===== src/rtl/mem_arbiter_pkg.sv =====
// mem_arbiter_pkg: bus commands, widths, owner encoding and owner-table entry type shared by the arbiter files
package mem_arbiter_pkg;
  localparam int XLEN = 32;
  localparam int MEM_TAG_BITS = 4;
  localparam logic [1:0] BUS_NONE = 2'd0;
  localparam logic [1:0] BUS_LOAD = 2'd1;
  localparam logic [1:0] BUS_STORE = 2'd2;
  typedef logic [MEM_TAG_BITS-1:0] mem_tag_t;
  typedef enum logic {
    MEM_OWNER_ICACHE = 1'b0,
    MEM_OWNER_DCACHE = 1'b1
  } mem_owner_e;
  // squashed marks an icache load that was discarded but whose return is still due;
  // that return is swallowed silently instead of being reported as stray
  typedef struct packed {
    logic valid;
    logic squashed;
    mem_owner_e owner;
  } tag_entry_t;
endpackage


===== src/rtl/mem_tag_owner_table.sv =====
// mem_tag_owner_table: per-tag record of which cache owns each outstanding memory load
//   clock/reset      : system clock, synchronous active-high reset
//   i_set*           : record an accepted load (tag, owner, dropped-by-squash flag)
//   i_clr_tag        : tag returning from memory this cycle (0 = none)
//   i_squash         : discard every outstanding icache-owned entry
//   i_lookup_tag     : tag looked up combinationally into o_lookup
//   o_count          : number of valid entries
module mem_tag_owner_table
  import mem_arbiter_pkg::*;
#(
  parameter int NUM_TAGS = 16
) (
  input  logic                      clock,
  input  logic                      reset,
  input  logic                      i_set,
  input  mem_tag_t                  i_set_tag,
  input  mem_owner_e                i_set_owner,
  input  logic                      i_set_squashed,
  input  mem_tag_t                  i_clr_tag,
  input  logic                      i_squash,
  input  mem_tag_t                  i_lookup_tag,
  output tag_entry_t                o_lookup,
  output logic [$clog2(NUM_TAGS):0] o_count
);
  localparam int CW = $clog2(NUM_TAGS) + 1;
  tag_entry_t r_tab [NUM_TAGS];
  // set beats clear so a tag returned and re-issued in one cycle keeps the new owner;
  // clear beats squash so a returning squashed tag does not linger as a ghost
  always_ff @(posedge clock) begin
    for (int i = 0; i < NUM_TAGS; i++) begin
      if (reset || i == 0) r_tab[i] <= '0;
      else if (i_set && i_set_tag == mem_tag_t'(i))
        r_tab[i] <= '{valid: !i_set_squashed, squashed: i_set_squashed, owner: i_set_owner};
      else if (i_clr_tag == mem_tag_t'(i)) r_tab[i] <= '0;
      else if (i_squash && r_tab[i].valid && r_tab[i].owner == MEM_OWNER_ICACHE)
        r_tab[i] <= '{valid: 1'b0, squashed: 1'b1, owner: MEM_OWNER_ICACHE};
    end
  end
  assign o_lookup = r_tab[i_lookup_tag];
  always_comb begin
    o_count = '0;
    for (int i = 0; i < NUM_TAGS; i++) o_count = o_count + CW'(r_tab[i].valid);
  end
endmodule


===== src/rtl/mem_arbiter.sv =====
// mem_arbiter: shares the memory port between icache and dcache and routes load returns to their owner
//   clock/reset                      : system clock, synchronous active-high reset
//   icache_*/dcache_*                : cache requests (icache loads only, dcache loads/stores)
//   squash_icache                    : drop every outstanding icache load
//   mem2proc_*                       : memory acceptance tag and returning data/tag
//   proc2mem_*                       : granted request toward memory
//   icache_response/dcache_response  : acceptance tag for the granted cache, 0 otherwise
//   icache_mem_*/dcache_mem_*        : returned data (unqualified) and tag (owner only)
//   outstanding_count                : valid owner-table entries
//   stray_tag                        : return tag with no owner on record
module mem_arbiter
  import mem_arbiter_pkg::*;
#(
  parameter int STARVE_LIMIT = 4,
  parameter int NUM_TAGS = 16
) (
  input  logic                    clock,
  input  logic                    reset,
  input  logic [1:0]              icache_command,
  input  logic [XLEN-1:0]         icache_addr,
  input  logic [1:0]              dcache_command,
  input  logic [XLEN-1:0]         dcache_addr,
  input  logic [63:0]             dcache_data,
  input  logic                    squash_icache,
  input  logic [MEM_TAG_BITS-1:0] mem2proc_response,
  input  logic [63:0]             mem2proc_data,
  input  logic [MEM_TAG_BITS-1:0] mem2proc_tag,
  output logic [1:0]              proc2mem_command,
  output logic [XLEN-1:0]         proc2mem_addr,
  output logic [63:0]             proc2mem_data,
  output logic [MEM_TAG_BITS-1:0] icache_response,
  output logic [MEM_TAG_BITS-1:0] dcache_response,
  output logic [63:0]             icache_mem_data,
  output logic [63:0]             dcache_mem_data,
  output logic [MEM_TAG_BITS-1:0] icache_mem_tag,
  output logic [MEM_TAG_BITS-1:0] dcache_mem_tag,
  output logic [4:0]              outstanding_count,
  output logic                    stray_tag
);
  localparam int SW = $clog2(STARVE_LIMIT + 1);
  localparam logic [SW-1:0] LIM = SW'(STARVE_LIMIT);
  logic [SW-1:0] r_starve;
  logic w_ireq, w_dreq, w_gnt_i, w_gnt_d, w_set, w_ret;
  tag_entry_t w_entry;
  assign w_ireq = icache_command != BUS_NONE;
  assign w_dreq = dcache_command != BUS_NONE;
  // dcache wins ties until icache has watched STARVE_LIMIT dcache grants in a row
  assign w_gnt_i = !reset && w_ireq && (!w_dreq || r_starve == LIM);
  assign w_gnt_d = !reset && w_dreq && !w_gnt_i;
  assign proc2mem_command = w_gnt_d ? dcache_command : w_gnt_i ? icache_command : BUS_NONE;
  assign proc2mem_addr = w_gnt_d ? dcache_addr : w_gnt_i ? icache_addr : '0;
  assign proc2mem_data = w_gnt_d ? dcache_data : '0;
  assign icache_response = w_gnt_i ? mem2proc_response : '0;
  assign dcache_response = w_gnt_d ? mem2proc_response : '0;
  assign w_set = (w_gnt_i || w_gnt_d) && proc2mem_command == BUS_LOAD && mem2proc_response != '0;
  assign w_ret = !reset && mem2proc_tag != '0;
  assign icache_mem_data = mem2proc_data;
  assign dcache_mem_data = mem2proc_data;
  assign icache_mem_tag = (w_ret && w_entry.valid && w_entry.owner == MEM_OWNER_ICACHE && !squash_icache) ? mem2proc_tag : '0;
  assign dcache_mem_tag = (w_ret && w_entry.valid && w_entry.owner == MEM_OWNER_DCACHE) ? mem2proc_tag : '0;
  assign stray_tag = w_ret && !w_entry.valid && !w_entry.squashed;
  always_ff @(posedge clock) begin
    if (reset || w_gnt_i || !w_ireq) r_starve <= '0;
    else if (w_gnt_d && r_starve != LIM) r_starve <= r_starve + 1'b1;
  end
  mem_tag_owner_table #(.NUM_TAGS(NUM_TAGS)) u_table (
    .clock          (clock),
    .reset          (reset),
    .i_set          (w_set),
    .i_set_tag      (mem2proc_response),
    .i_set_owner    (w_gnt_i ? MEM_OWNER_ICACHE : MEM_OWNER_DCACHE),
    .i_set_squashed (w_gnt_i && squash_icache),
    .i_clr_tag      (w_ret ? mem2proc_tag : '0),
    .i_squash       (squash_icache),
    .i_lookup_tag   (mem2proc_tag),
    .o_lookup       (w_entry),
    .o_count        (outstanding_count)
  );
endmodule


===== config.mk =====
export PLATFORM = sky130hd
export DESIGN_NAME = mem_arbiter
export DESIGN_NICKNAME = d
export VERILOG_FILES = /design/src/rtl/mem_arbiter_pkg.sv /design/src/rtl/mem_tag_owner_table.sv /design/src/rtl/mem_arbiter.sv
export SDC_FILE = /design/constraint.sdc
export NUM_CORES = 1
export LEC_CHECK = 0
export CAP_MARGIN = 20
export CORE_AREA = 2 2 177 179
export CTS_CLUSTER_SIZE = 10
export DETAILED_ROUTE_END_ITERATION = 7
export DIE_AREA = 0 0 179 181
export GPL_ROUTABILITY_DRIVEN = 0
export PLACE_DENSITY_LB_ADDON = 0.3
export SYNTH_ARGS = -nofsm -noshare
export SYNTH_HDL_FRONTEND = slang
export SYNTH_SLANG_ARGS = --single-unit

===== constraint.sdc =====
create_clock -name clock -period 4 [get_ports clock]
set_clock_uncertainty 0.05 [all_clocks]
set_input_delay 0.4 -clock clock [delete_from_list [all_inputs] [get_ports clock]]
set_output_delay 0.4 -clock clock [all_outputs]
set_load 0.01 [all_outputs]

**Word-level counts from Yosys, hierarchy flattened**

Memories as Yosys holds them, arrays and structs flattened.
Cells that the tools add are included.

- Bits in registers: 3
- RAM bits: 48
- Bits of input ports: 207
- Output and inout port bits: 248
- Word-level logic and storage cells: 426
- Memories kept: 1

- $add $sub $neg: 16
- Equal/unequal tests: 33
- Multiplexer cells: 238
- Bitwise logic cells: 61
- Reduce and logical (&&, ||, !) cells: 76

Memory list:

| memory | depth | bits a word | read ports | clocked after Yosys merged registers in | write ports | RTL line | source |
|---|---|---|---|---|---|---|---|
| u_table.r_tab | 16 | 3 | 17 | 0 | 16 | mem_tag_owner_table.sv:26 | `tag_entry_t r_tab [NUM_TAGS];` |

Operators with widths:

| cell | count |
|---|---|
| 2-to-1 mux 1 bit | 183 |
| 2-to-1 mux 3 bit | 45 |
| adder 5 x 1 -> 5 bit | 14 |
| equality test 4 bit, second input constant | 16 |
| 2-to-1 mux 32 bit | 2 |
| 2-to-1 mux 64 bit | 1 |
| logical AND 1 bit | 60 |
| bitwise OR 1 bit | 45 |
| equality test 4 x 3 -> 1 bit, second input constant | 8 |
| 2-to-1 mux 4 bit | 5 |
| equality test 4 x 2 -> 1 bit, second input constant | 4 |
| inverter 1 bit | 16 |
| equality test 4 x 1 -> 1 bit, second input constant | 2 |
| logical NOT 1 bit | 8 |
| nonzero test 4 bit | 2 |
| logical OR 1 bit | 4 |
| 2-to-1 mux 2 bit | 2 |
| nonzero test 2 bit | 2 |
| adder 3 x 1 -> 3 bit, second input constant | 1 |
| equality test 3 bit, second input constant | 1 |
| inequality test 3 bit, second input constant | 1 |
| adder 1 x 1 -> 2 bit | 1 |
| equality test 2 x 1 -> 1 bit, second input constant | 1 |

**Depth between registers and ports, before layout**

Gate-level depths: netlist of run 1.

- Depth after elaboration: 17
- Depth in mapped cells: 11
- Mapped depth without buffers: 11

**Modules after synthesis**

Synthesis of run 1 repeated with hierarchy kept, for this count alone.

- Cells, all modules: 648
- Area total of the unflattened synthesis: 5353.9 um2

Modules (own cells, without submodules):

| module | times used | cells each | area an instance (um2) | seq. area each (um2) |
|---|---|---|---|---|
| mem_tag_owner_table | 1 | 278 | 2984.1 | 1351.3 |
| mem_arbiter | 1 | 370 | 2369.8 | 60.1 |

**Worst setup path before layout of run 1**

Ideal clock, no wire load.

- Path type: flip-flop to output port
- Start point: mem u_table.r_tab[14][2] in the netlist's numbering
- End point: out outstanding_count[1]
- Data arrival time: 3.497 ns
- Required time: 3.550 ns
- Setup slack: 0.053 ns
- Stages on the path, launching flop included: 11
- Buffers on the path: 0
- Cell sequence: edfxtp_1 > inv_1 > fa_1 > fa_1 > fa_1 > fa_1 > inv_1 > fa_1 > inv_1 > fa_1 > inv_1

RTL lines:

| element | RTL line | source |
|---|---|---|
| start, declared | mem_tag_owner_table.sv:26 |  |
| end, declared | mem_arbiter.sv:37 | `output logic [4:0] outstanding_count,` |

==> results of run 1 <==
synth_stat cells (2+ instances only):
| master | number |
|---|---|
| buf_4 | 129 |
| and2_1 | 73 |
| edfxtp_1 | 45 |
| nor2_1 | 43 |
| a22o_1 | 32 |
| inv_1 | 28 |
| mux2i_1 | 24 |
| clkbuf_1 | 22 |
| nand2_1 | 20 |
| nor3_1 | 19 |
| a21oi_1 | 18 |
| nand3b_1 | 13 |
| nand3_1 | 12 |
| fa_1 | 10 |
| o211ai_1 | 8 |
| buf_2 | 6 |
| mux4_2 | 6 |
| a211o_1 | 5 |
| a31oi_1 | 4 |
| and3_1 | 4 |
| clkbuf_8 | 4 |
| ha_1 | 4 |
| nand4b_1 | 4 |
| nor4_1 | 4 |
| a211o_2 | 3 |
| a211oi_1 | 3 |
| buf_6 | 3 |
| dfxtp_1 | 3 |
| nand2b_1 | 3 |
| nor2b_1 | 3 |
| nor3b_2 | 3 |
| o21ai_0 | 3 |
| or2_1 | 3 |
| a21o_1 | 2 |
| inv_2 | 2 |
| mux2_1 | 2 |
| mux2_2 | 2 |
| nor3_2 | 2 |
| or3_1 | 2 |
| xnor2_1 | 2 |
through the flow:
stage / setup WS [ps] / TNS [ps]
after floorplan: 52.8 / 0
after global routing: -324 / -807
after detailed placement: -531 / -1290
final: -171 / -376
after global placement: -496 / -1170
after CTS: -229 / -554
layer usage:
layer	global-route usage (%)	vias up	share of wire, %	wire length (um)
li1	-	2189	-	-
met1	23.1	2309	44	12600
met2	27.4	327	45	13000
met3	6.78	15	11	3100
met4	2.11	2	0.74	216
met5	0	-	0.041	12
worst min path at each step:
stage	to	slack [ps]	depth (start not counted)	from
after floorplan	r_starve[0]	370	1	r_starve[0]
after global placement	r_starve[0]	380	1	r_starve[0]
after detailed placement	r_starve[0]	400	1	r_starve[0]
after CTS	r_starve[0]	410	1	r_starve[0]
after global routing	r_starve[0]	440	1	r_starve[0]
final	r_starve[0]	400	1	r_starve[0]
where the power goes:
part / internal [mW] / total (mW) / leakage [nW] / switching (mW)
logic: 0.452 / 0.872 / 2.30 / 0.420
registers: 0.583 / 0.605 / 0.499 / 0.0221
clock network: 0.230 / 0.404 / 0.0655 / 0.174
total: 1.27 / 1.88 / 2.87 / 0.616
area by class of cell:
class                      instances  area share (%)
timing repair buffer             286            37.6
multi-input combinational        353            34.2
tap                              396            6.48
sequential                        48            18.4
clock inverter                     1          0.0491
inverter                          30            1.47
clock buffer                       7            1.73
what timing repair did:
item / in CTS / in global routing
resized for setup: 17 / 3
setup buffers: 1 / 0
endpoints found under the setup margin: 4 / 4
pin swaps: 6 / 3
sequential cells by signal, indices dropped and copies added, names as in the netlist:
register and cells:
u_table.r_tab 45, r_starve 3
logic make-up after synthesis:
logic type	after synthesis	synth area share [%]
flops	48	26.6
other cells	1	0.0706
buf+inv	196	24.5
mux	34	7.92
simple gates	212	22.5
compound gates	90	13.4
xor+xnor	2	0.330
fa+ha+maj	14	4.71
==> results.py, run 1 <==
metrics = {
    "outcome": {
        "status": "complete, but fails checks",
        "violations": "setup timing",
    },
    "timing": {
        "fmax_mhz": 240,
        "min_period_ps": 4170,
        "final_hold_viol_count": 0,
        "setup_slack_ps": -171,
        "slew_headroom_pct": 34.4,
        "setup_viol": 3,
        "max_slew.worst_pin.slew_ps": 982,
        "finalCritPeriodShare_pct": 104,
        "rsz0062_at_grt": "yes",
        "worst_hold_slack_ps": 402,
        "drv_slew": 0,
    },
    "layout": {
        "multi_input_area_um2": 2620,
        "final_cells": 1121,
        "layout_commonest_cell": "clkdlybuf4s50_1",
        "drive_gt1_share_pct": 9.66,
        "antenna_cells": 0,
        "finalInstanceArea_um2": 7650,
        "area_delta_synth_final_pct": 44.1,
        "seqCellArea_um2": 1410,
        "final_cell_mix": "253 x clkdlybuf4s50_1, 73 x and2_1, 45 x edfxtp_1",
        "fillCellCount": 3322,
        "post-route-util_pct": 25.2,
        "final_nets": 945,
    },
    "routing": {
        "ant_nets": 0,
        "wire_per_inst_um": 25.9,
        "drt_iter0_drc": 314,
        "vias": 4842,
        "vias_per_cell": 4.32,
        "drt-pass1-iter-count": 5,
        "drt_wl_total_um": 29000,
        "drcViolationCount": 0,
    },
    "grt": {
        "grt_max_degree": 100,
        "track_usage_pct": 17.4,
        "grt_first_pass_wirelength_um": 39200,
        "first_global_vias": 4804,
        "overflow": 0,
        "antenna_found_initial": 4,
    },
    "setup_path": {
        "crit-reg2reg-capture": "u_table.r_tab[12][2]",
        "start_kind": "flop",
        "reg2reg_from": "r_starve[0]",
        "cpMostUsedCell": "fa_1",
        "ff2ff_setup_slack_ps": 1430,
        "required_ps": 3550,
        "crit_chain": "inv_2, fa_1, fa_1, fa_1, fa_1, inv_2, fa_2, inv_2, fa_1, inv_1, buf_2",
        "max_stage_delay_ps": 550,
        "critPathLaunch": "u_table.r_tab[12][2]",
        "worstSetupPathType": "flop to primary output",
        "critPathTopFamily": "adder cells",
        "rr_worst_depth": 7,
        "cp_num_cells": 11,
        "endpoint": "outstanding_count[1]",
        "arrival_ps": 3720,
        "critPathBufInv": 5,
        "cp_max_fo": 2,
        "end_kind": "primary output",
        "slowest_stage": "fa_1",
    },
    "logic_synthesis": {
        "synth_top_area_share_pct": 25.4,
        "ys_types": 59,
        "synthTopCellsByArea": "edfxtp_1 25%, buf_4 18%, and2_1 8.6%",
        "postSynth.asyncResetShare_pct": 0,
        "netlist_area_um2": 5310,
        "seq_area_frac_synth_pct": 26.6,
        "synth_cells": 597,
        "yosys.area.top_type": "edfxtp_1",
        "ys.flop_type": "edfxtp_1",
        "syn_avg_cell_area_um2": 8.89,
        "synth_edf_count": 45,
        "synthesis.nets": 818,
        "synth_warnings": 0,
        "ys_ff_latch": 48,
    },
    "die": {
        "initial_core_util_pct": 17.5,
        "fp.dieArea_um2": 32400,
        "core_area_um2": 30300,
        "dieHeight_um": 181,
        "io_pins": 455,
        "num_rows": 64,
        "die_x_um": 179,
    },
    "min_path": {
        "hold_path.class": "flop to flop",
    },
    "clocking": {
        "cts_hold_buffers": 0,
        "cts_tree": "yes",
        "clock_sinks": 48,
        "cts-buffers-inserted": 5,
        "clk_pin_slew_ps": 60,
        "clockRootBuffer": "clkbuf_16",
        "cts_max_path_buffers": 2,
        "clkLatencyLatePin_ps": 280,
        "h-tree-depth": 2,
    },
    "power_and_ir_drop": {
        "power.leakage_nw": 2.87,
        "total_power_mw": 1.88,
        "ir_drop_uv": 154,
        "power.density_nw_per_um2": 246,
    },
    "flow_run": {
        "maxCapViolations": 0,
    },
    "placement": {
        "dp_cells": 1112,
        "post_dp_cell_area_um2": 7520,
        "post-dp-hpwl_um": 25100,
        "portBuffers": 261,
    },
}
No activity file was read; power rests on OpenSTA's default activity.
==> run 2: changes to the inputs <==
- PLACE_DENSITY: default -> 0.56
- PLACE_DENSITY_LB_ADDON: 0.3 -> default
- clock period: 4 -> 3.4 ns (I/O delays scaled with it)
==> run 2 against run 1 <==
  * The run still ends with setup timing left
  * Sequential share of layout area shrank 0.42 points
  * Hold slack got worse by 8.2 ps
  * Combinational power is 26% higher
  * Largest power group unchanged
  * Non-clock buffer count is 13 higher
==> results.py, run 2 (synthesized netlist as in run 1, its figures left out) <==
metrics = {
    "layout": {
        "area_delta_synth_final_pct": 47.5,
        "fillCellCount": 3274,
        "largest_reg_flops": 45,
        "post-route-util_pct": 25.8,
        "finalInstanceArea_um2": 7830,
        "multi_input_area_um2": 2630,
        "layout_commonest_cell": "clkdlybuf4s50_1",
        "final_nets": 958,
        "final_cells": 1135,
        "drive_gt1_share_pct": 13.0,
        "largestRegisters": "u_table.r_tab (45), r_starve (3)",
        "final_cell_mix": "240 x clkdlybuf4s50_1, 73 x and2_1, 45 x edfxtp_1",
        "seqCellArea_um2": 1410,
        "largest_register": "u_table.r_tab",
    },
    "setup_path": {
        "crit-reg2reg-capture": "u_table.r_tab[15][0]",
        "ff2ff_setup_slack_ps": 850,
        "cp_max_fo": 2,
        "end_kind": "primary output",
        "worstSetupPathType": "flop to primary output",
        "rr_worst_depth": 7,
        "start_kind": "flop",
        "arrival_ps": 3750,
        "reg2reg_from": "r_starve[0]",
        "required_ps": 3010,
    },
    "die": {
        "fp.dieArea_um2": 32400,
        "num_rows": 64,
        "core_area_um2": 30300,
        "die_x_um": 179,
        "dieHeight_um": 181,
        "io_pins": 455,
        "initial_core_util_pct": 17.5,
    },
    "grt": {
        "first_global_vias": 4747,
        "grt_max_degree": 53,
        "grt_first_pass_wirelength_um": 37200,
        "track_usage_pct": 16.6,
        "antenna_found_initial": 3,
        "overflow": 0,
    },
    "clocking": {
        "clock_sinks": 48,
        "clkLatencyLatePin_ps": 290,
        "clockRootBuffer": "clkbuf_16",
        "h-tree-depth": 2,
        "cts_hold_buffers": 0,
        "clk_pin_slew_ps": 60,
        "cts_max_path_buffers": 2,
        "cts_tree": "yes",
        "cts-buffers-inserted": 5,
    },
    "routing": {
        "vias": 4852,
        "drt_wl_total_um": 27800,
        "drt-pass1-iter-count": 4,
        "drt_iter0_drc": 285,
        "vias_per_cell": 4.27,
        "wire_per_inst_um": 24.5,
        "ant_nets": 0,
        "drcViolationCount": 0,
    },
    "min_path": {
        "hold_end": "r_starve[0]",
        "holdPathStages": 1,
        "min-delay-start": "r_starve[0]",
        "hold_path.class": "flop to flop",
    },
    "placement": {
        "dp_cells": 1123,
        "post-dp-hpwl_um": 24800,
        "place_ws_ps": -853,
        "post_dp_cell_area_um2": 7660,
        "portBuffers": 261,
    },
    "timing": {
        "finalCritPeriodShare_pct": 122,
        "final_hold_viol_count": 0,
        "fmax_mhz": 241,
        "setup_slack_ps": -742,
        "setup_viol": 4,
        "slew_headroom_pct": 34.9,
        "drv_slew": 0,
        "rsz0062_at_grt": "yes",
        "min_period_ps": 4140,
        "max_slew.worst_pin.slew_ps": 975,
        "fin_setup_tns_ps": -2380,
    },
    "outcome": {
        "violations": "setup timing",
        "status": "complete, but fails checks",
    },
    "flow_run": {
        "maxCapViolations": 0,
    },
    "power_and_ir_drop": {
        "ir_drop_uv": 201,
        "power.density_nw_per_um2": 293,
        "power.leakage_nw": 3.04,
    },
}
[run 2: report_power, final]
part,total (mW),internal (mW),switching [mW]
registers,0.709,0.685,0.0238
clock network,0.483,0.274,0.209
logic,1.10,0.596,0.504
[run 2: how the worst max path moves through the flow]
stage                     slack [ps]              endpoint                  from  cells after the start
after floorplan                 -270  outstanding_count[1]   u_table.r_tab[6][2]                     10
after global placement          -800  outstanding_count[1]   u_table.r_tab[6][2]                     11
after detailed placement        -850  outstanding_count[1]   u_table.r_tab[6][2]                     11
after CTS                       -740  outstanding_count[1]   u_table.r_tab[8][2]                     11
after global routing            -880  outstanding_count[1]  u_table.r_tab[15][2]                     11
final                           -740  outstanding_count[1]  u_table.r_tab[12][2]                     11
[run 2: layout make-up]
class | count | share of cell area [%]
well taps | 396 | 6.33
multi-input cells | 353 | 33.6
flip-flops and latches | 48 | 18.0
clock buffers | 8 | 1.74
diodes | 1 | 0.0320
inverters | 30 | 1.44
repair buffers | 299 | 38.9
[run 2: worst max-delay path, cell delays in order, from the launching register on]
cell,delay [ps]
edfxtp_1,400
inv_2,80
fa_1,430
fa_1,540
fa_1,430
fa_1,510
inv_2,40
fa_2,360
inv_2,70
fa_2,430
inv_2,60
buf_6,90
[run 2: through the flow]
step	hold slack [ps]	total power, mW
after global placement	384	1.81
after CTS	393	2.32
after global routing	415	2.41
final	394	2.29
after floorplan	367	1.35
after detailed placement	384	1.83
[run 2: repair_timing]
item	CTS	global route
gates cloned	0	0
pin swaps	1	2
setup buffers	3	0
setup endpoints to repair	4	8
resized for setup	20	5
[run 2: layer usage]
layer  track usage [%]  part of all wire, %  vias to the layer above
li1                  -                    -                     2215
met4              1.66                 0.44                        2
met1              21.2                   42                     2276
met5                 0                0.043                        -
met2              27.6                   48                      351
met3              6.02                  9.9                        8
==> run 3: changes to the inputs <==
- ABC_AREA: default -> 1
- SLEW_MARGIN: default -> 20
==> run 3 against run 2 <==
  * Sequential power up 2%
  * Global-route usage up 0.25 points
  * Synthesized cell count up 23%
  * Clock power up 3%
  * Wire length about the same
  * The flow still finishes with violations (setup timing)
  * Sequential share of layout area up 0.68 points
  * Clock-buffer cell count down 1
  * Via count up 9.9%
  * Setup slack worse by 19 ps
==> results.py, run 3 <==
metrics = {
    "logic_synthesis": {
        "netlist_area_um2": 5150,
        "synthTopCellsByArea": "edfxtp_1 26%, buf_4 19%, nor2_1 10%",
        "syn_avg_cell_area_um2": 7.02,
        "ys_types": 33,
        "yosys.area.top_type": "edfxtp_1",
        "synthTopCellsByCount": "137 x nor2_1, 130 x buf_4, 115 x inv_1",
        "synthesis.nets": 955,
        "ys_ff_latch": 48,
        "synth_cells": 734,
        "ys.flop_type": "edfxtp_1",
        "seq_area_frac_synth_pct": 27.4,
        "yosysMostFrequentCell": "nor2_1",
        "synth_warnings": 0,
        "postSynth.asyncResetShare_pct": 0,
        "synth_top_area_share_pct": 26.2,
        "synth_edf_count": 45,
    },
    "timing": {
        "rsz0062_at_grt": "yes",
        "fmax_mhz": 240,
        "drv_slew": 0,
        "final_hold_viol_count": 0,
        "setup_slack_ps": -761,
        "setup_viol": 4,
        "max_slew.worst_pin.slew_ps": 670,
        "min_period_ps": 4160,
        "finalCritPeriodShare_pct": 122,
        "slew_headroom_pct": 55.2,
        "worst_hold_slack_ps": 407,
    },
    "placement": {
        "post-dp-hpwl_um": 24300,
        "dp_cells": 1260,
        "portBuffers": 261,
        "place_ws_ps": -929,
    },
    "routing": {
        "vias": 5332,
        "ant_nets": 0,
        "wire_per_inst_um": 21.8,
        "drt-pass1-iter-count": 6,
        "drcViolationCount": 0,
        "drt_iter0_drc": 456,
        "drt_wl_total_um": 27800,
        "vias_per_cell": 4.18,
    },
    "layout": {
        "final_cell_mix": "246 x clkdlybuf4s50_1, 137 x nor2_1, 110 x inv_1",
        "layout_commonest_cell": "clkdlybuf4s50_1",
        "largestRegisters": "u_table.r_tab (45), r_starve (3)",
        "multi_input_area_um2": 2230,
        "largest_reg_flops": 45,
        "fillCellCount": 3324,
        "drive_gt1_share_pct": 8.67,
        "largest_register": "u_table.r_tab",
        "seqCellArea_um2": 1410,
        "final_cells": 1275,
        "final_nets": 1097,
        "post-route-util_pct": 24.9,
        "area_delta_synth_final_pct": 46.4,
    },
    "setup_path": {
        "cp_max_fo": 2,
        "required_ps": 3010,
        "arrival_ps": 3770,
        "worstSetupPathType": "flop to primary output",
        "ff2ff_setup_slack_ps": 1260,
        "start_kind": "flop",
        "end_kind": "primary output",
    },
    "outcome": {
        "status": "complete, but fails checks",
        "violations": "setup timing",
    },
    "flow_run": {
        "maxCapViolations": 0,
    },
    "die": {
        "fp.dieArea_um2": 32400,
        "die_x_um": 179,
        "initial_core_util_pct": 17.0,
        "num_rows": 64,
        "io_pins": 455,
        "core_area_um2": 30300,
        "dieHeight_um": 181,
    },
    "clocking": {
        "cts_tree": "yes",
        "h-tree-depth": 2,
        "cts-buffers-inserted": 5,
        "clkLatencyLatePin_ps": 290,
        "clk_pin_slew_ps": 70,
        "cts_max_path_buffers": 2,
        "clock_sinks": 48,
        "clockRootBuffer": "clkbuf_16",
        "cts_hold_buffers": 0,
    },
    "grt": {
        "grt_max_degree": 48,
        "antenna_found_initial": 2,
        "track_usage_pct": 16.9,
        "grt_first_pass_wirelength_um": 38400,
        "overflow": 0,
        "first_global_vias": 5305,
    },
    "power_and_ir_drop": {
        "power.density_nw_per_um2": 324,
        "ir_drop_uv": 187,
        "power.leakage_nw": 3.38,
        "total_power_mw": 2.44,
    },
    "min_path": {
        "hold_path.class": "flop to flop",
    },
}
[run 3: cell count changes after synthesis, moves of 6 or more]
cell | before | now
clkbuf_1 | 22 | 4
o21ai_0 | 3 | 9
o211ai_1 | 8 | 1
nand3_1 | 12 | 55
nand2_1 | 20 | 107
buf_2 | 6 | 19
mux2i_1 | 24 | 0
a21oi_1 | 18 | 4
nor2_4 | 0 | 7
and2_1 | 73 | 0
inv_1 | 28 | 115
mux4_2 | 6 | 0
nor2_1 | 43 | 137
[run 3: stage by stage]
stage	instance area, um^2	TNS (ps)
after floorplan	5160	-479
after global placement	7360	-2590
after detailed placement	7360	-2770
after CTS	7530	-2370
after global routing	7540	-2670
final	7550	-2260
[run 3: cell families after synthesis]
logic type / after synthesis / share of synthesized area, %
simple gates: 348 / 30.1
xor+xnor: 2 / 0.340
buf+inv: 271 / 29.8
other cells: 1 / 0.0727
fa+ha+maj: 14 / 4.85
flops: 48 / 27.4
compound gates: 50 / 7.40
[run 3: area by class of cell]
type                    count  share of cell area (%)
multi-input cells         415                    29.5
clock inverters             1                  0.0663
repair buffers            289                    37.5
diodes                      2                  0.0663
inverters                 117                    5.82
well taps                 396                    6.56
clock buffers               7                    1.76
flip-flops and latches     48                    18.7
[run 3: final timing paths]
path	end	from	depth (start not counted)
setup reg to reg	u_table.r_tab[4][0]	r_starve[0]	9
hold reg to reg	r_starve[0]	r_starve[0]	1
hold / removal	r_starve[0]	r_starve[0]	1
setup / recovery	outstanding_count[1]	u_table.r_tab[8][2]	11
[run 3: critical path, cell delays in order, from the launching register on]
cell and delay [ps]:
edfxtp_1 420, inv_2 90, fa_1 440, fa_1 560, fa_1 440, fa_1 490, inv_1 50, fa_2 350
inv_2 60, fa_2 430, inv_2 60, buf_6 90
[run 3: timing repair]
action	CTS	global route
pin swaps	7	5
buffers inserted	5	0
gates cloned	0	0
resized for setup	19	3
endpoints found under the setup margin	4	4
[run 3: per-layer routing]
layer,vias up,GRT usage [%],part of all wire [%]
met5,-,0,0
met4,0,4.10,2.3
met3,25,9.41,15
met2,370,24.8,43
met1,2480,21.3,40
li1,2457,-,-
[run 3: power by group]
part | internal [mW] | switching [mW]
clock | 0.273 | 0.225
sequential | 0.698 | 0.0268
combinational | 0.612 | 0.608
total | 1.58 | 0.860
==> RTL change 1, RTL diff (flow settings as in run 1) <==
`XLEN`: 32 -> 40.
--- a/src/rtl/mem_arbiter_pkg.sv
+++ b/src/rtl/mem_arbiter_pkg.sv
@@ -2,3 +2,3 @@
 package mem_arbiter_pkg;
-  localparam int XLEN = 32;
+  localparam int XLEN = 40;
   localparam int MEM_TAG_BITS = 4;
Ports: changed (resized dcache_addr, icache_addr and proc2mem_addr); port bits go from 455 to 479. The function was not compared with the original's and may differ.
==> RTL change 1 against run 1 <==
The run still ends with negative setup slack left; power grew 1.7%; sequential cell count did not move; routed wire length is 2.5% lower; area after synthesis down 0.87%; sequential share of layout area fell by 0.56 points; final area increased by 3.1%; sequential power fell by 0.7%; setup slack lost 0.010 ns; critical path type unchanged; largest cell class unchanged; largest power group unchanged.
==> RTL change 1: results <==
[outcome]
violations = negative setup slack
outcome = finished, violations left

[clocking]
cts_buffer_depth = 2
cts_setup_buffers = 0
cts_buffers = 5
htree_num_levels = 2
postCtsResizedCells = 16
clk_pin_slew_ns = 0.06
cts_root_buffer = clkbuf_16
clk_latency_ns = 0.29

[worst_setup_path]
cp_max_fo = 2
r2r_slack_ns = 1.42
worstPathArrival_ns = 3.73

[timing]
slew_headroom = 0.4893
slew_violations = 0
layout_setup_ws_ns = -0.1808
setup_violations = 3

[grt]
grt_use_total = 0.1690
grt_pass1_vias = 4889
antenna_found_initial = 4
grt_max_degree = 66
grt_pass1_wl_mm = 38.28

[placed_design]
port_buffers = 285
hpwl_mm = 24.71
place_inst = 1149
post-place-ws_ns = -0.5528

[synth]
synthFlopType = edfxtp_1
ys_warn_count = 0
synth-edff-count = 45
synth_area_leaders = edfxtp_1 (26%), buf_4 (18%), and2_1 (8.7%)
synth_common_cells = buf_4 (129), and2_1 (73), nor2_1 (61), edfxtp_1 (45), a22o_1 (41)
synthArstFlopShare = 0
yosysSeqAreaShare = 0.2681
yosysTopAreaCellShare = 0.2567
synth_cell_type_count = 54
avgSynthCellArea_um2 = 8.700
synth_nets = 842

[power]
sw_frac_of_total = 0.3211
peakVddDrop_mv = 0.1663
leakagePower_nw = 3.013

[finish]
final_nets = 999
layout-drive-gt1-share = 0.07864
largestRegisters = u_table.r_tab (45), r_starve (3)
fin_cells = 1162

[drt]
wl_per_cell_um = 24.33
via_per_inst = 4.367
first_pass_iters = 5
drt-initial-drc-count = 445

[min_path]
hold_class = flop to flop

[run]
maxCapViolations = 0
[RTL change 1: cell types whose count changed after synthesis, sizes merged, moves of 4 or more]
cell	run 1	this run
mux2i	24	11
a21oi	19	15
and4b	0	8
nor3	21	7
o21ai	3	7
nor2	43	61
a22o	32	41
o21a	0	9
nand2	20	16
nand2b	3	10
a211o	8	2
[RTL change 1: power groups by stage]
stage	combinational, mW	sequential (mW)	clock (mW)
floorplan	0.509	0.603	0
global placement	0.922	0.610	0
detailed placement	0.923	0.611	0
CTS	0.888	0.600	0.416
global route	0.972	0.603	0.437
finish	0.899	0.601	0.413
[RTL change 1: area by class of cell]
cell class | instances | area [µm²]
Multi-Input combinational cell | 360 | 2605
Clock buffer | 8 | 136.4
Fill cell | 3267 | 22460
Tap cell | 396 | 495.5
Sequential cell | 48 | 1411
Timing Repair Buffer | 317 | 3123
Antenna cell | 3 | 7.507
Inverter | 30 | 112.6
[RTL change 1: through the flow]
| stage | hold WS, ns | instance area, µm² | setup TNS, ns | total power, mW | utilization |
|---|---|---|---|---|---|
| 2_1_floorplan | 0.3673 | 5264 | 0 | 1.112 | - |
| 3_3_place_gp | 0.3806 | 7737 | -1.447 | 1.532 | 0.2549 |
| 3_5_place_dp | 0.3868 | 7737 | -1.519 | 1.533 | 0.2549 |
| 4_1_cts | 0.3994 | 7860 | -0.4579 | 1.904 | 0.2590 |
| 5_1_grt | 0.4220 | 7884 | -0.7226 | 2.012 | 0.2598 |
| 6_report | 0.4027 | 7891 | -0.4028 | 1.913 | 0.2600 |
[RTL change 1: worst max-delay path: stages, from the launching register on]
cell,delay [ns]
edfxtp_1,0.36
inv_2,0.05
fa_1,0.58
fa_1,0.45
fa_1,0.47
fa_1,0.51
inv_1,0.05
fa_2,0.35
inv_2,0.06
fa_1,0.40
inv_1,0.08
buf_6,0.10
[RTL change 1: per-layer routing]
metal | global-route usage | vias to the layer above | share of wire | wire (µm)
met5 | 0 | - | 0.00046 | 13
met4 | 0.01301 | 2 | 0.0034 | 95
met3 | 0.06776 | 12 | 0.11 | 3194
met2 | 0.2432 | 346 | 0.42 | 11910
met1 | 0.2448 | 2438 | 0.46 | 13060
li1 | - | 2277 | - | -
[RTL change 1: logic make-up after synthesis]
group	Yosys count	share of synthesized area
buf+inv	197	0.2401
simple gates	225	0.2384
fa+ha+maj	14	0.04754
mux	22	0.06442
flops	48	0.2681
other cells	1	0.0007124
xor+xnor	2	0.003328
compound gates	96	0.1374
[RTL change 1: worst paths after layout]
check | from | to | cells past startpoint
max | u_table.r_tab[12][2] | outstanding_count[1] | 11
min | r_starve[0] | r_starve[0] | 1
max reg2reg | r_starve[0] | u_table.r_tab[7][2] | 7
min reg2reg | r_starve[0] | r_starve[0] | 1
==> RTL change 2, RTL diff (config.mk and constraints of run 1) <==
Without the edit above. Put a register stage on the output `proc2mem_data`. The value now appears one clock later. The other outputs are not delayed to match.
--- a/src/rtl/mem_arbiter.sv
+++ b/src/rtl/mem_arbiter.sv
@@ -51,3 +51,5 @@
   assign proc2mem_addr = w_gnt_d ? dcache_addr : w_gnt_i ? icache_addr : '0;
-  assign proc2mem_data = w_gnt_d ? dcache_data : '0;
+  always_ff @(posedge clock) begin
+    proc2mem_data <= w_gnt_d ? dcache_data : '0;
+  end
   assign icache_response = w_gnt_i ? mem2proc_response : '0;
Check against the original RTL: not equivalent (a bounded check fails within 4 cycles, from zero or initial values).
==> RTL change 2 against run 1 <==
The run still ends with negative setup slack left; critical path depth did not move; setup slack got worse by 0.14 ns; combinational power decreased by 7.2%; sequential share of layout area rose by 11 points; routed wire length down 25%; final area is 20% higher; power up 62%; sequential cell count rose by 64; area after synthesis up 26%; register-to-register slack better by 0.05 ns; critical path type unchanged; largest cell class unchanged; largest power group is now registers; highest routed layer unchanged.
==> RTL change 2: results <==
[drt]
vias = 5401
met2WireLength_mm = 10.93
first_pass_iters = 7
wl_met3_mm = 2.024
wl_met1_mm = 8.500
drt-initial-drc-count = 355

[placed_design]
place_inst = 1244
hpwl_mm = 17.81
dpl_cell_area_mm2 = 0.008845
post-place-ws_ns = -0.5601

[timing]
whs_ns = 0.4014
layout_setup_ws_ns = -0.3070
setup_violations = 3
setup_tns_ns = -0.8060
slew_headroom = 0.5171

[grt]
grt_pass1_vias = 5310
met2_usage = 0.2268
gr-usage-met3 = 0.04840
grt_use_total = 0.1315
antenna_found_initial = 1
grt_pass1_wl_mm = 31.98
grt_max_degree = 41
met1_usage = 0.1514

[clocking]
postCtsResizedCells = 22
clk_pin_slew_ns = 0.08
htree_num_levels = 3
cts_setup_buffers = 6

[worst_setup_path]
r2r_slack_ns = 1.48
ff2ff_path_depth = 9
worstPathArrival_ns = 3.86
slowest_delay_ns = 0.59
reg2reg_to = u_table.r_tab[11][1]

[synth]
synth_cell_type_count = 60
synth_common_cells = buf_4 (129), nand2_1 (85), and2_1 (76), dfxtp_1 (67), edfxtp_1 (45)
yosysSeqAreaShare = 0.4031
avgSynthCellArea_um2 = 9.101
synthFlopType = dfxtp_1
synth_area_leaders = edfxtp_1 (20%), dfxtp_1 (20%), buf_4 (14%)

[finish]
layout-drive-gt1-share = 0.08716
final_nets = 1088
largestRegisters = proc2mem_data (64), u_table.r_tab (45), r_starve (3)
fin_cells = 1269

[outcome]
violations = negative setup slack
outcome = finished, violations left

[power]
peakVddDrop_mv = 0.1562
leakagePower_nw = 3.455
## RTL change 2: cell types whose count changed after synthesis, sizes merged, moves of 6 or more
cell	delta
a21oi	-8
nor3	+6
nand3b	-13
nand2	+65
nor2	-13
o21ai	+39
nand2b	+8
a22o	-32
a211o	-8
dfxtp	+64
nor2b	+8
## RTL change 2: power breakdown
part	total [mW]	switching (mW)	leakage, nW	internal (mW)
combinational	0.809	0.370	2.27	0.439
sequential	1.28	0.0306	1.03	1.25
clock	0.951	0.491	0.156	0.459
## RTL change 2: cell families after synthesis
logic type	count (synthesis)	share of synthesized area
adders and majority gates	14	0.03746
xor gates and xnor gates	2	0.002623
and+or+nand+nor	272	0.2081
other	1	0.0005614
DFF	112	0.4031
buffers and inverters	200	0.1892
muxes	29	0.05207
AOI/OAI and AO/OA	104	0.1069
## RTL change 2: area by class of cell
cell class	instances	area, µm²
Antenna cell	1	2.502
Tap cell	396	495.5
Clock inverter	7	96.34
Fill cell	3126	21130
Sequential cell	112	2693
Clock buffer	9	225.2
Multi-Input combinational cell	422	2740
Timing Repair Buffer	291	2849
Inverter	31	116.4
## RTL change 2: how the worst max path moves through the flow
stage | slack [ns] | from | depth (start not counted) | end
after floorplan | 0.07 | u_table.r_tab[14][2] | 10 | outstanding_count[1]
after detailed placement | -0.56 | u_table.r_tab[14][2] | 11 | outstanding_count[1]
after CTS | -0.33 | u_table.r_tab[10][2] | 11 | outstanding_count[1]
final | -0.31 | u_table.r_tab[15][2] | 11 | outstanding_count[1]
after global placement | -0.52 | u_table.r_tab[14][2] | 11 | outstanding_count[1]
after global routing | -0.41 | u_table.r_tab[15][2] | 11 | outstanding_count[1]
## RTL change 2: worst max-delay path, delay by kind of cell (launching register included)
family | cells | cell delay [ns]
flops | 1 | 0.37
fa+ha+maj | 6 | 2.79
buf+inv | 5 | 0.33
